==> src/rtl/pong_pkg.sv <==
// pong_pkg: shared types and constants for the 4-player 8x8 pong field.
//   state_t      - ball_ctrl FSM states
//   SIDE_*       - goal_side codes (0 top, 1 down, 2 left, 3 right)
//   CENTER_POS   - serve position {x, y} = (3, 3)
//   CONTACT_X/Y  - bit indices into the contact checker's 2-bit result.
//                  Bit 0 is the left/right paddle (x axis), bit 1 is the
//                  top/down paddle (y axis).
package pong_pkg;

    typedef enum logic [2:0] {
        ST_IDLE,
        ST_SERVE,
        ST_WAIT_TICK,
        ST_MOVE,
        ST_CHECK,
        ST_DECIDE,
        ST_GOAL
    } state_t;

    localparam logic [1:0] SIDE_TOP   = 2'd0;
    localparam logic [1:0] SIDE_DOWN  = 2'd1;
    localparam logic [1:0] SIDE_LEFT  = 2'd2;
    localparam logic [1:0] SIDE_RIGHT = 2'd3;

    localparam logic [5:0] CENTER_POS = 6'o33;
    localparam logic [1:0] DIR_RESET  = 2'b11;

    localparam int CONTACT_X = 0;
    localparam int CONTACT_Y = 1;

endpackage

==> src/rtl/tick_div.sv <==
// tick_div: modulus-TICK_DIV counter with enable and synchronous clear.
//   clk, rst : clock, asynchronous active-high reset
//   en       : advance the count this cycle
//   clr      : force the count to zero (wins over en)
//   tc       : terminal count, high while count == TICK_DIV-1
// The count wraps to zero on an enabled terminal-count cycle, so a
// continuously enabled counter asserts tc once every TICK_DIV cycles.
module tick_div #(
    parameter int unsigned TICK_DIV = 4,
    parameter int unsigned CW       = 16
) (
    input  logic clk,
    input  logic rst,
    input  logic en,
    input  logic clr,
    output logic tc
);

    localparam logic [CW-1:0] LAST = CW'(TICK_DIV - 1);

    logic [CW-1:0] count_q, count_d;

    assign tc = (count_q == LAST);

    always_comb begin
        count_d = count_q;
        if (clr)
            count_d = '0;
        else if (en)
            count_d = tc ? '0 : count_q + CW'(1);
    end

    always_ff @(posedge clk or posedge rst) begin
        if (rst)
            count_q <= '0;
        else
            count_q <= count_d;
    end

endmodule

==> src/rtl/ball_ctrl.sv <==
// ball_ctrl: game-tick scheduler for the 4-player pong field.
// Owns the ball position/direction, advances one cell per game tick,
// presents the new position to the paddle contact checker, waits out its
// latency, then reflects on a hit or reports a goal and re-serves on a miss.
//   clk, rst   : clock, asynchronous active-high reset
//   start      : level, leaves IDLE (ignored elsewhere)
//   pause      : freezes the game-tick counter while high
//   contact    : checker result, bit0 = left/right hit, bit1 = top/down hit
//   pos        : ball position {x, y}
//   pos_valid  : high while pos is presented to the checker
//   dir        : {dx, dy}, 1 = increasing coordinate
//   goal       : one-cycle pulse on a miss
//   goal_side  : side that missed, held until the next goal
//   busy       : high in every state except IDLE
module ball_ctrl
    import pong_pkg::*;
#(
    parameter int WIDTH        = 8,
    parameter int BIT_OF_WIDTH = 3,
    parameter int TICK_DIV     = 4,
    parameter int CHECK_LAT    = 2
) (
    input  logic                      clk,
    input  logic                      rst,
    input  logic                      start,
    input  logic                      pause,
    input  logic [1:0]                contact,
    output logic [2*BIT_OF_WIDTH-1:0] pos,
    output logic                      pos_valid,
    output logic [1:0]                dir,
    output logic                      goal,
    output logic [1:0]                goal_side,
    output logic                      busy
);

    localparam int B = BIT_OF_WIDTH;
    localparam logic [B-1:0]   EDGE_LO  = B'(1);
    localparam logic [B-1:0]   EDGE_HI  = B'(WIDTH - 2);
    localparam logic [2*B-1:0] CENTER   = (2*B)'(CENTER_POS);
    localparam logic [2:0]     LAT_LAST = 3'(CHECK_LAT - 1);

    state_t          state_q, state_d;
    logic [2*B-1:0]  pos_q, pos_d;
    logic [1:0]      dir_q, dir_d;
    logic [1:0]      goal_side_q, goal_side_d;
    logic [1:0]      contact_q, contact_d;
    logic [2:0]      lat_q, lat_d;
    logic            goal_q, goal_d;
    logic            pos_valid_q, pos_valid_d;

    logic            tick_en, tick_clr, tick_tc;

    logic [B-1:0]    x, y;
    logic            dx, dy;
    logic            out_x, out_y, hit_x, hit_y, miss_x, miss_y;

    tick_div #(
        .TICK_DIV (TICK_DIV),
        .CW       (16)
    ) u_tick (
        .clk (clk),
        .rst (rst),
        .en  (tick_en),
        .clr (tick_clr),
        .tc  (tick_tc)
    );

    assign x  = pos_q[2*B-1:B];
    assign y  = pos_q[B-1:0];
    assign dx = dir_q[1];
    assign dy = dir_q[0];

    // Outbound means the ball sits on the last playable cell and is still
    // heading toward the wall; only then does that axis' contact bit matter.
    assign out_x  = ((x == EDGE_LO) && !dx) || ((x == EDGE_HI) && dx);
    assign out_y  = ((y == EDGE_LO) && !dy) || ((y == EDGE_HI) && dy);
    assign hit_x  = out_x &&  contact_q[CONTACT_X];
    assign hit_y  = out_y &&  contact_q[CONTACT_Y];
    assign miss_x = out_x && !contact_q[CONTACT_X];
    assign miss_y = out_y && !contact_q[CONTACT_Y];

    always_comb begin
        state_d     = state_q;
        pos_d       = pos_q;
        dir_d       = dir_q;
        goal_side_d = goal_side_q;
        contact_d   = contact_q;
        lat_d       = lat_q;
        tick_en     = 1'b0;
        tick_clr    = 1'b0;

        case (state_q)
            ST_IDLE: begin
                if (start) begin
                    pos_d   = CENTER;
                    state_d = ST_SERVE;
                end
            end

            ST_SERVE: begin
                pos_d    = CENTER;
                tick_clr = 1'b1;
                state_d  = ST_WAIT_TICK;
            end

            ST_WAIT_TICK: begin
                tick_en = !pause;
                if (tick_tc && !pause)
                    state_d = ST_MOVE;
            end

            ST_MOVE: begin
                pos_d[2*B-1:B] = dx ? x + B'(1) : x - B'(1);
                pos_d[B-1:0]   = dy ? y + B'(1) : y - B'(1);
                lat_d          = '0;
                state_d        = ST_CHECK;
            end

            ST_CHECK: begin
                if (lat_q == LAT_LAST) begin
                    contact_d = contact;
                    lat_d     = '0;
                    state_d   = ST_DECIDE;
                end else begin
                    lat_d = lat_q + 3'd1;
                end
            end

            ST_DECIDE: begin
                // Hits reflect even when the other axis misses.
                if (hit_x) dir_d[1] = ~dx;
                if (hit_y) dir_d[0] = ~dy;
                // In a double-miss corner the left/right side is reported.
                if (miss_x) begin
                    goal_side_d = (x == EDGE_LO) ? SIDE_LEFT : SIDE_RIGHT;
                    state_d     = ST_GOAL;
                end else if (miss_y) begin
                    goal_side_d = (y == EDGE_LO) ? SIDE_TOP : SIDE_DOWN;
                    state_d     = ST_GOAL;
                end else begin
                    state_d = ST_WAIT_TICK;
                end
            end

            ST_GOAL: begin
                // Re-serve away from the reported side; other axis kept.
                case (goal_side_q)
                    SIDE_LEFT:  dir_d[1] = 1'b1;
                    SIDE_RIGHT: dir_d[1] = 1'b0;
                    SIDE_TOP:   dir_d[0] = 1'b1;
                    default:    dir_d[0] = 1'b0;
                endcase
                pos_d   = CENTER;
                state_d = ST_SERVE;
            end

            default: state_d = ST_IDLE;
        endcase
    end

    assign pos_valid_d = (state_d == ST_CHECK);
    assign goal_d      = (state_d == ST_GOAL);

    always_ff @(posedge clk or posedge rst) begin
        if (rst) begin
            state_q     <= ST_IDLE;
            pos_q       <= CENTER;
            dir_q       <= DIR_RESET;
            goal_side_q <= SIDE_TOP;
            contact_q   <= '0;
            lat_q       <= '0;
            goal_q      <= 1'b0;
            pos_valid_q <= 1'b0;
        end else begin
            state_q     <= state_d;
            pos_q       <= pos_d;
            dir_q       <= dir_d;
            goal_side_q <= goal_side_d;
            contact_q   <= contact_d;
            lat_q       <= lat_d;
            goal_q      <= goal_d;
            pos_valid_q <= pos_valid_d;
        end
    end

    assign pos       = pos_q;
    assign dir       = dir_q;
    assign goal      = goal_q;
    assign goal_side = goal_side_q;
    assign pos_valid = pos_valid_q;
    assign busy      = (state_q != ST_IDLE);

endmodule
==> config.mk <==
export PLATFORM = sky130hd
export DESIGN_NAME = ball_ctrl
export DESIGN_NICKNAME = d
export VERILOG_FILES = /design/src/rtl/pong_pkg.sv /design/src/rtl/tick_div.sv /design/src/rtl/ball_ctrl.sv
export SDC_FILE = /design/constraint.sdc
export NUM_CORES = 1
export LEC_CHECK = 0
export CAP_MARGIN = 10
export CORE_MARGIN = 5
export CORE_UTILIZATION = 55
export CTS_CLUSTER_SIZE = 30
export DETAILED_ROUTE_END_ITERATION = 12
export PLACE_DENSITY = 0.8
export SETUP_SLACK_MARGIN = 0.1
export SLEW_MARGIN = 40
export SYNTH_ARGS = -nofsm -noshare
export SYNTH_HDL_FRONTEND = slang
export SYNTH_SLANG_ARGS = --single-unit
==> constraint.sdc <==
create_clock -name clk -period 3.43 [get_ports clk]
set_input_delay 1.029 -clock clk [delete_from_list [all_inputs] [get_ports clk]]
set_output_delay 1.029 -clock clk [all_outputs]
set_load 0.05 [all_outputs]
After elaboration in Yosys (flattened, before gate mapping)
Cells that the tools add are included.
Operators by class
  add/subtract/negate cells: 6
  muxes and demuxes: 26
  reductions and logical operators: 31
  equality and inequality tests: 21
  bitwise logic cells: 2
Operator list (number)
  16-bit two-way mux: 3
  3-bit two-way mux: 8
  3-bit equality test (second input constant): 7
  3-bit one-hot mux with 7 select lines: 1
  6-bit one-hot mux with 3 select lines: 1
  16-bit by 1-bit adder with 16-bit output (second input constant): 1
  16-bit by 2-bit equality test with 1-bit output (second input constant): 1
  3-bit by 1-bit equality test with 1-bit output (second input constant): 4
  3-bit by 1-bit adder with 3-bit output (second input constant): 3
  1-bit logical AND: 9
  2-bit != test (second input constant): 4
  2-bit nonzero test: 4
  3-bit by 2-bit equality test with 1-bit output (second input constant): 2
  1-bit two-way mux: 6
  6-bit two-way mux: 1
  3-bit one-hot mux with 2 select lines: 1
  2-bit AND reduction: 3
  3-bit AND reduction: 2
  3-bit nonzero test: 2
  3-bit by 1-bit subtractor with 3-bit output (second input constant): 2
  1-bit logical NOT: 5
  2-bit equality test (second input constant): 2
  2-bit two-way mux: 2
  1-bit one-hot mux with 2 select lines: 2
  other kinds (7): 10
Word-level totals
  bits of input ports: 6
  word-level logic and storage cells: 96
  bits in registers: 36
  output and inout bits: 13

Longest topological paths before layout
Gate-level depths: netlist of run 1.
  depth after elaboration: 8
  mapped depth: 7
  mapped depth without buffers: 6

Modules after synthesis
Synthesis of run 1 repeated with hierarchy kept, for this count alone.
Second synthesis, totals
  cell total of the unflattened synthesis: 210
  area total of the unflattened synthesis: 2034.5 sq um
Modules (own cells, without submodules)
  ball_ctrl: area an instance 1144.8 sq um, instances 1, cells an instance 115, seq. area each 508.0 sq um
  tick_div: area an instance 889.6 sq um, instances 1, cells an instance 95, seq. area each 400.4 sq um

Worst setup path before layout of run 1
Ideal clock, no wire load.
  kind: register to output
  start: register state_q[2]
  end: output busy
  cell stages (with the launch flop): 4
  setup slack: 1.116 ns
  path buffers: 2
  arrival: 1.285 ns
  data required time: 2.401 ns
  path through: dfrtp_1 -> clkbuf_1 -> clkbuf_1 -> or3_1
On the way
  cells in the longest elaborated chain, start to end: 1
RTL lines
  start, declared: line ball_ctrl.sv:42  | state_t state_q, state_d;
  start signal, assigned: line ball_ctrl.sv:175  | state_q <= state_d;
  3-bit nonzero test: line ball_ctrl.sv:191  | assign busy = (state_q != ST_IDLE);
  end, declared: line ball_ctrl.sv:33  | output logic busy
Every way passes these cells.

Worst setup path after layout of run 1
Ends and elaborated chain as after synthesis.

==> impl_metrics.ini, run 1 <==
[timing]
fmax_ghz = 0.334
finalSetupViolCount = 0
worst_slew_pin_slew_ns = 0.622
relSlewSlack_pct = 58.4
post-route-period-util_pct = 87.4
layout_min_cycle_time_ns = 3.00
final.setup.tns_ns = 0
rsz0062_at_grt = no
fin_ws_ns = 0.433
hold_viol_final = 0
maxSlewViolCount = 0
clock_skew_ns = 0.00553

[synthesis]
synth_top_area_share_pct = 33.8
yosys-top-cells-count = dfrtp_1 (30), a31oi_1 (19), nand3_1 (17)
synth_seq_area_share_pct = 40.9
yosys_warnings = 0
synth-main-ff-cell = dfrtp_1
synth_top_area_cell = dfrtp_1
avgSynthCellArea_sq_um = 9.26
synth_top_family_by_area = simple AND/OR/NAND/NOR gates
async_flop_share_pct = 100
synth_compound_area_share_pct = 18.7
ys_top_cells_by_area = dfrtp_1 (34%), dfstp_2 (7.1%), a31oi_1 (5.3%), ha_1 (5.1%), nand3_1 (3.8%)
post-synth-top-count-cell = dfrtp_1
syn-num-nets = 255
synthMuxAreaShare_pct = 2.81
ys_ff_latch = 36
synth_simple_gate_area_share_pct = 25.7
synth_area_sq_mm = 0.00222
synthDistinctLibCells = 55
synthAdderAreaFrac_pct = 5.06
syn_inst = 240
synth-edff-count = 0
synth-xor-area-share_pct = 0.788

[cells_and_area]
layout-drive-gt1-share_pct = 13.3
fillers = 336
area_growth_pct = 13.0
stdcell_area_sq_mm = 0.00251
nets = 270
antenna_cells = 0

[routing]
vias_per_cell = 6.14
drc = 0
drtIter0Drc = 94
postRouteAntennaNets = 0
vias = 1879
first_pass_iters = 4
wire_per_inst_microns = 15.7
drt_wl_total_microns = 4800

[global_route]
grt-ovfl-total = 0
antenna_found_initial = 0
grt_max_degree = 37
grt_use_total_pct = 20.0
grt_pass1_wl_microns = 8490
grt_pass1_vias = 1863

[clock_tree]
post_cts_buffers = 0
cts_tree = built
cts.repair.resized = 0
clk_latency_ns = 0.29
cts.path.max_buffers = 2
cts_buffers = 5
cts_root_buffer = clkbuf_8
htreeDepth = 2
cts.sinks = 36
cts.clk_slew.worst_paths_ns = 0.07
hold_buffers = 0

[pwr]
irDropWorstVdd_uv = 567
power.density_mw_per_mm2 = 702
power_leakage_nw = 1.08

[setup_path]
cp-end-kind = output port
arrival_ns = 1.97
cp-start-kind = flop
cp.required_ns = 2.40
crit_path_max_fanout = 18
worst-setup-path-type = reg2out

[die]
row_count = 23
dieArea_sq_mm = 0.00541
die_height_microns = 73.6
core_area_sq_mm = 0.00397
pin_count = 19
initial_utilization_pct = 56.0
fp.dieW_microns = 73.6

[min_path]
hold_path.class = reg2reg

[place]
place.gp.congestion = 0.841
place_ws_ns = 0.737
portBuffers = 18
dp_hpwl_microns = 3390
placed_area_sq_mm = 0.00241

[run_status]
outcome = finished, final reports clean

[flow_run]
maxCapViolCount = 0
-- cells by family after synthesis --
group | after synthesis
compound gates | 63
buf+inv | 29
xor+xnor | 2
flops | 36
mux | 6
simple gates | 95
fa+ha+maj | 9
-- worst max-delay path: stages, from the launching register on --
cell,delay (ns)
dfrtp_1,0.55
or3_1,0.42
clkdlybuf4s50_1,0.71
-- per-stage QoR --
stage	instances	hold slack, ns	utilization, %	total power, mW
global placement	298	0.477	60.7	1.42
floorplan	240	0.451	-	1.25
CTS	306	0.520	63.3	1.77
finish	306	0.515	63.3	1.76
detailed placement	298	0.491	60.7	1.44
global route	306	0.532	63.3	1.88
-- per-layer routing --
metal | GRT usage (%) | vias to the layer above | part of all wire [%]
li1 | - | 922 | -
met1 | 25.8 | 901 | 44
met2 | 33.7 | 50 | 51
met3 | 4.10 | 6 | 3.6
met4 | 6.04 | 0 | 1.3
met5 | 0 | - | 0
-- cells in the final DEF (no fill, tap or decap), drive strengths merged, types with 3 or more instances in the layout --
cell type,n
nand2b,5
or3b,3
nor4,4
mux2i,4
nor3,5
or2,3
o21ai,9
o211ai,5
buf,3
clkdlybuf4s50,18
nor2,11
dfrtp,30
ha,9
o31ai,5
nand2,15
or3,5
inv,16
a21oi,11
nand4b,3
a31oi,19
nand4,5
dfstp,6
or4,3
nand3,18
nand3b,5
clkbuf,8
-- worst paths after layout --
path,end,cells past startpoint,slack (ns),startpoint
hold reg to reg,pos[0]$_DFFE_PP1P_,2,0.52,pos[0]$_DFFE_PP1P_
min in group asynchronous,u_tick.count_q[4]$_DFFE_PP0P_,3,1.15,rst
max in group asynchronous,dir[0]$_DFFE_PP1P_,3,1.93,rst
hold / removal,pos[0]$_DFFE_PP1P_,2,0.52,pos[0]$_DFFE_PP1P_
setup / recovery,busy,2,0.43,state_q[2]$_DFF_PP0_
setup reg to reg,u_tick.count_q[5]$_DFFE_PP0P_,6,1.08,u_tick.count_q[0]$_DFFE_PP0P_
-- power breakdown --
part / leakage (nW) / switching (mW) / internal, mW / total (mW)
Combinational: 0.558 / 0.459 / 0.285 / 0.744
Sequential: 0.466 / 0.154 / 0.536 / 0.690
Clock: 0.0515 / 0.146 / 0.183 / 0.330
Total: 1.08 / 0.760 / 1.00 / 1.76
-- registers in the layout (all words and copies together) (netlist names) --
signal / flops
pos: 6
contact_q: 2
u_tick.count_q: 16
goal: 1
dir: 2
pos_valid: 1
state_q: 3
goal_side: 2
lat_q: 3
-- cell type report --
| type | instances | area (sq um) | share of cell area [%] |
|---|---|---|---|
| Clock buffer | 8 | 100 | 3.98 |
| Inverter | 16 | 60.1 | 2.39 |
| Multi-Input combinational cell | 175 | 1180 | 46.9 |
| Sequential cell | 36 | 908 | 36.2 |
| Tap cell | 50 | 62.6 | 2.49 |
| Timing Repair Buffer | 21 | 203 | 8.07 |
(Power assumes the default switching activity.)
==> run 2: changes to the inputs <==
- CTS_BUF_LIST: unset -> sky130_fd_sc_hd__clkbuf_8
==> run 2 against run 1 <==
First-iteration DRC count stayed put. Via count shrank 1.4%. Die area unchanged. Wire length hardly changed. Flip-flop and latch count stayed put. Total power fell by 0.18%. Non-clock buffer count unchanged.
==> impl_metrics.ini, run 2 (synthesis gave the netlist of run 1 again) <==
[run_status]
outcome = finished, final reports clean

[routing]
drt_wl_total_microns = 4800
vias_per_cell = 6.05
vias = 1852
wire_per_inst_microns = 15.7
postRouteAntennaNets = 0
first_pass_iters = 4
drc = 0
drtIter0Drc = 94

[global_route]
grt_use_total_pct = 20.0
grt_pass1_wl_microns = 8490
grt_pass1_vias = 1863
grt_max_degree = 37
grt-ovfl-total = 0
antenna_found_initial = 0

[setup_path]
cp_top_family = buffers and inverters
cp.depth = 2
max_stage_delay_ns = 0.71
cp.required_ns = 2.40
worst_r2r_path_depth = 6
arrival_ns = 1.97
worst-path-buf-inv = 1
cp-start-kind = flop
crit_path_max_fanout = 18
cp-end-kind = output port
crit_slowest_cell = clkdlybuf4s50_1
worst-setup-path-type = reg2out
path_cells = or3_1, clkdlybuf4s50_1

[die]
dieArea_sq_mm = 0.00541
fp.dieW_microns = 73.6
row_count = 23
core_area_sq_mm = 0.00397
pin_count = 19
initial_utilization_pct = 56.0
die_height_microns = 73.6

[cells_and_area]
fin_cells = 306
layout_commonest_cell = dfrtp_1
top_register = u_tick.count_q
fillers = 336
layout-drive-gt1-share_pct = 13.3
final_cell_mix = dfrtp_1 (30), a31oi_1 (19), clkdlybuf4s50_1 (18)
area_growth_pct = 13.0
finalCoreUtilization_pct = 63.3
antenna_cells = 0
nets = 270
largest_reg_flops = 16

[min_path]
hold_path.class = reg2reg
hold_path_depth = 2

[clock_tree]
cts_tree = built
clk_latency_ns = 0.29
htreeDepth = 2
cts_root_buffer = clkbuf_8
cts.sinks = 36
cts.path.max_buffers = 2
hold_buffers = 0
cts.clk_slew.worst_paths_ns = 0.07
post_cts_buffers = 0
cts.repair.resized = 0
cts_buffers = 5

[timing]
clock_skew_ns = 0.00604
layout_min_cycle_time_ns = 2.99
hold_viol_final = 0
worst_slew_pin_slew_ns = 0.638
rsz0062_at_grt = no
hold_ws_ns = 0.515
post-route-period-util_pct = 87.3
finalSetupViolCount = 0
relSlewSlack_pct = 57.3
fmax_ghz = 0.334
final.setup.tns_ns = 0
maxSlewViolCount = 0

[place]
place_inst = 298
dp_hpwl_microns = 3390
portBuffers = 18
place.gp.congestion = 0.841

[pwr]
power_leakage_nw = 1.08
irDropWorstVdd_uv = 567
power.density_mw_per_mm2 = 701

[flow_run]
maxCapViolCount = 0
-- run 2: cell types whose count changed in the layout (fill, tap and decap cells not counted), sizes merged --
cell,previous run,this run
clkbuf,8,7
inv,16,17
-- run 2: final cells by class --
class                   count  area [sq um]  area share (%)
clock buffers               7          96.3            3.83
well taps                  50          62.6            2.49
inverters                  16          60.1            2.39
multi-input cells         175          1180            46.9
flip-flops and latches     36           908            36.2
repair buffers             21           203            8.07
clock inverters             1          3.75           0.149
-- run 2: power breakdown --
group	internal, mW	switching, mW	leakage [nW]
clock	0.180	0.147	0.0557
sequential	0.536	0.154	0.466
combinational	0.285	0.459	0.558
-- run 2: worst register-to-register path: cells and delay by family, from the launching register on --
family                   cells  cell delay [ns]
AO/OA/AOI/OAI                2             0.25
AND/OR/NAND/NOR              2             0.84
buffers and inverters        1             0.42
flip-flops                   1             0.42
adder cells (fa/ha/maj)      1             0.28
-- run 2: worst paths after layout --
path / from / endpoint / slack (ns)
worst max-delay path: state_q[2]$_DFF_PP0_ / busy / 0.44
worst min-delay path: pos[0]$_DFFE_PP1P_ / pos[0]$_DFFE_PP1P_ / 0.52
worst max register to register: u_tick.count_q[0]$_DFFE_PP0P_ / u_tick.count_q[5]$_DFFE_PP0P_ / 1.07
worst min register to register: pos[0]$_DFFE_PP1P_ / pos[0]$_DFFE_PP1P_ / 0.52
max in group asynchronous: rst / dir[0]$_DFFE_PP1P_ / 1.93
min in group asynchronous: rst / pos[5]$_DFFE_PP0P_ / 1.15
-- run 2: layer usage --
layer	part of all wire, %	GRT usage, %	wire [microns]	vias to the layer above
met2	50	33.7	2410	39
met3	3.5	4.10	168	6
met5	0	0	0	-
met4	1.3	6.04	62	0
li1	-	-	-	923
met1	45	25.8	2160	884
-- run 2: metrics by stage --
stage,cell area (sq um),power (mW),setup WS [ns]
6_report,2510,1.76,0.436
5_1_grt,2510,1.88,0.320
4_1_cts,2510,1.77,0.423
3_5_place_dp,2410,1.44,0.737
3_3_place_gp,2410,1.42,0.748
2_1_floorplan,2220,1.25,1.12
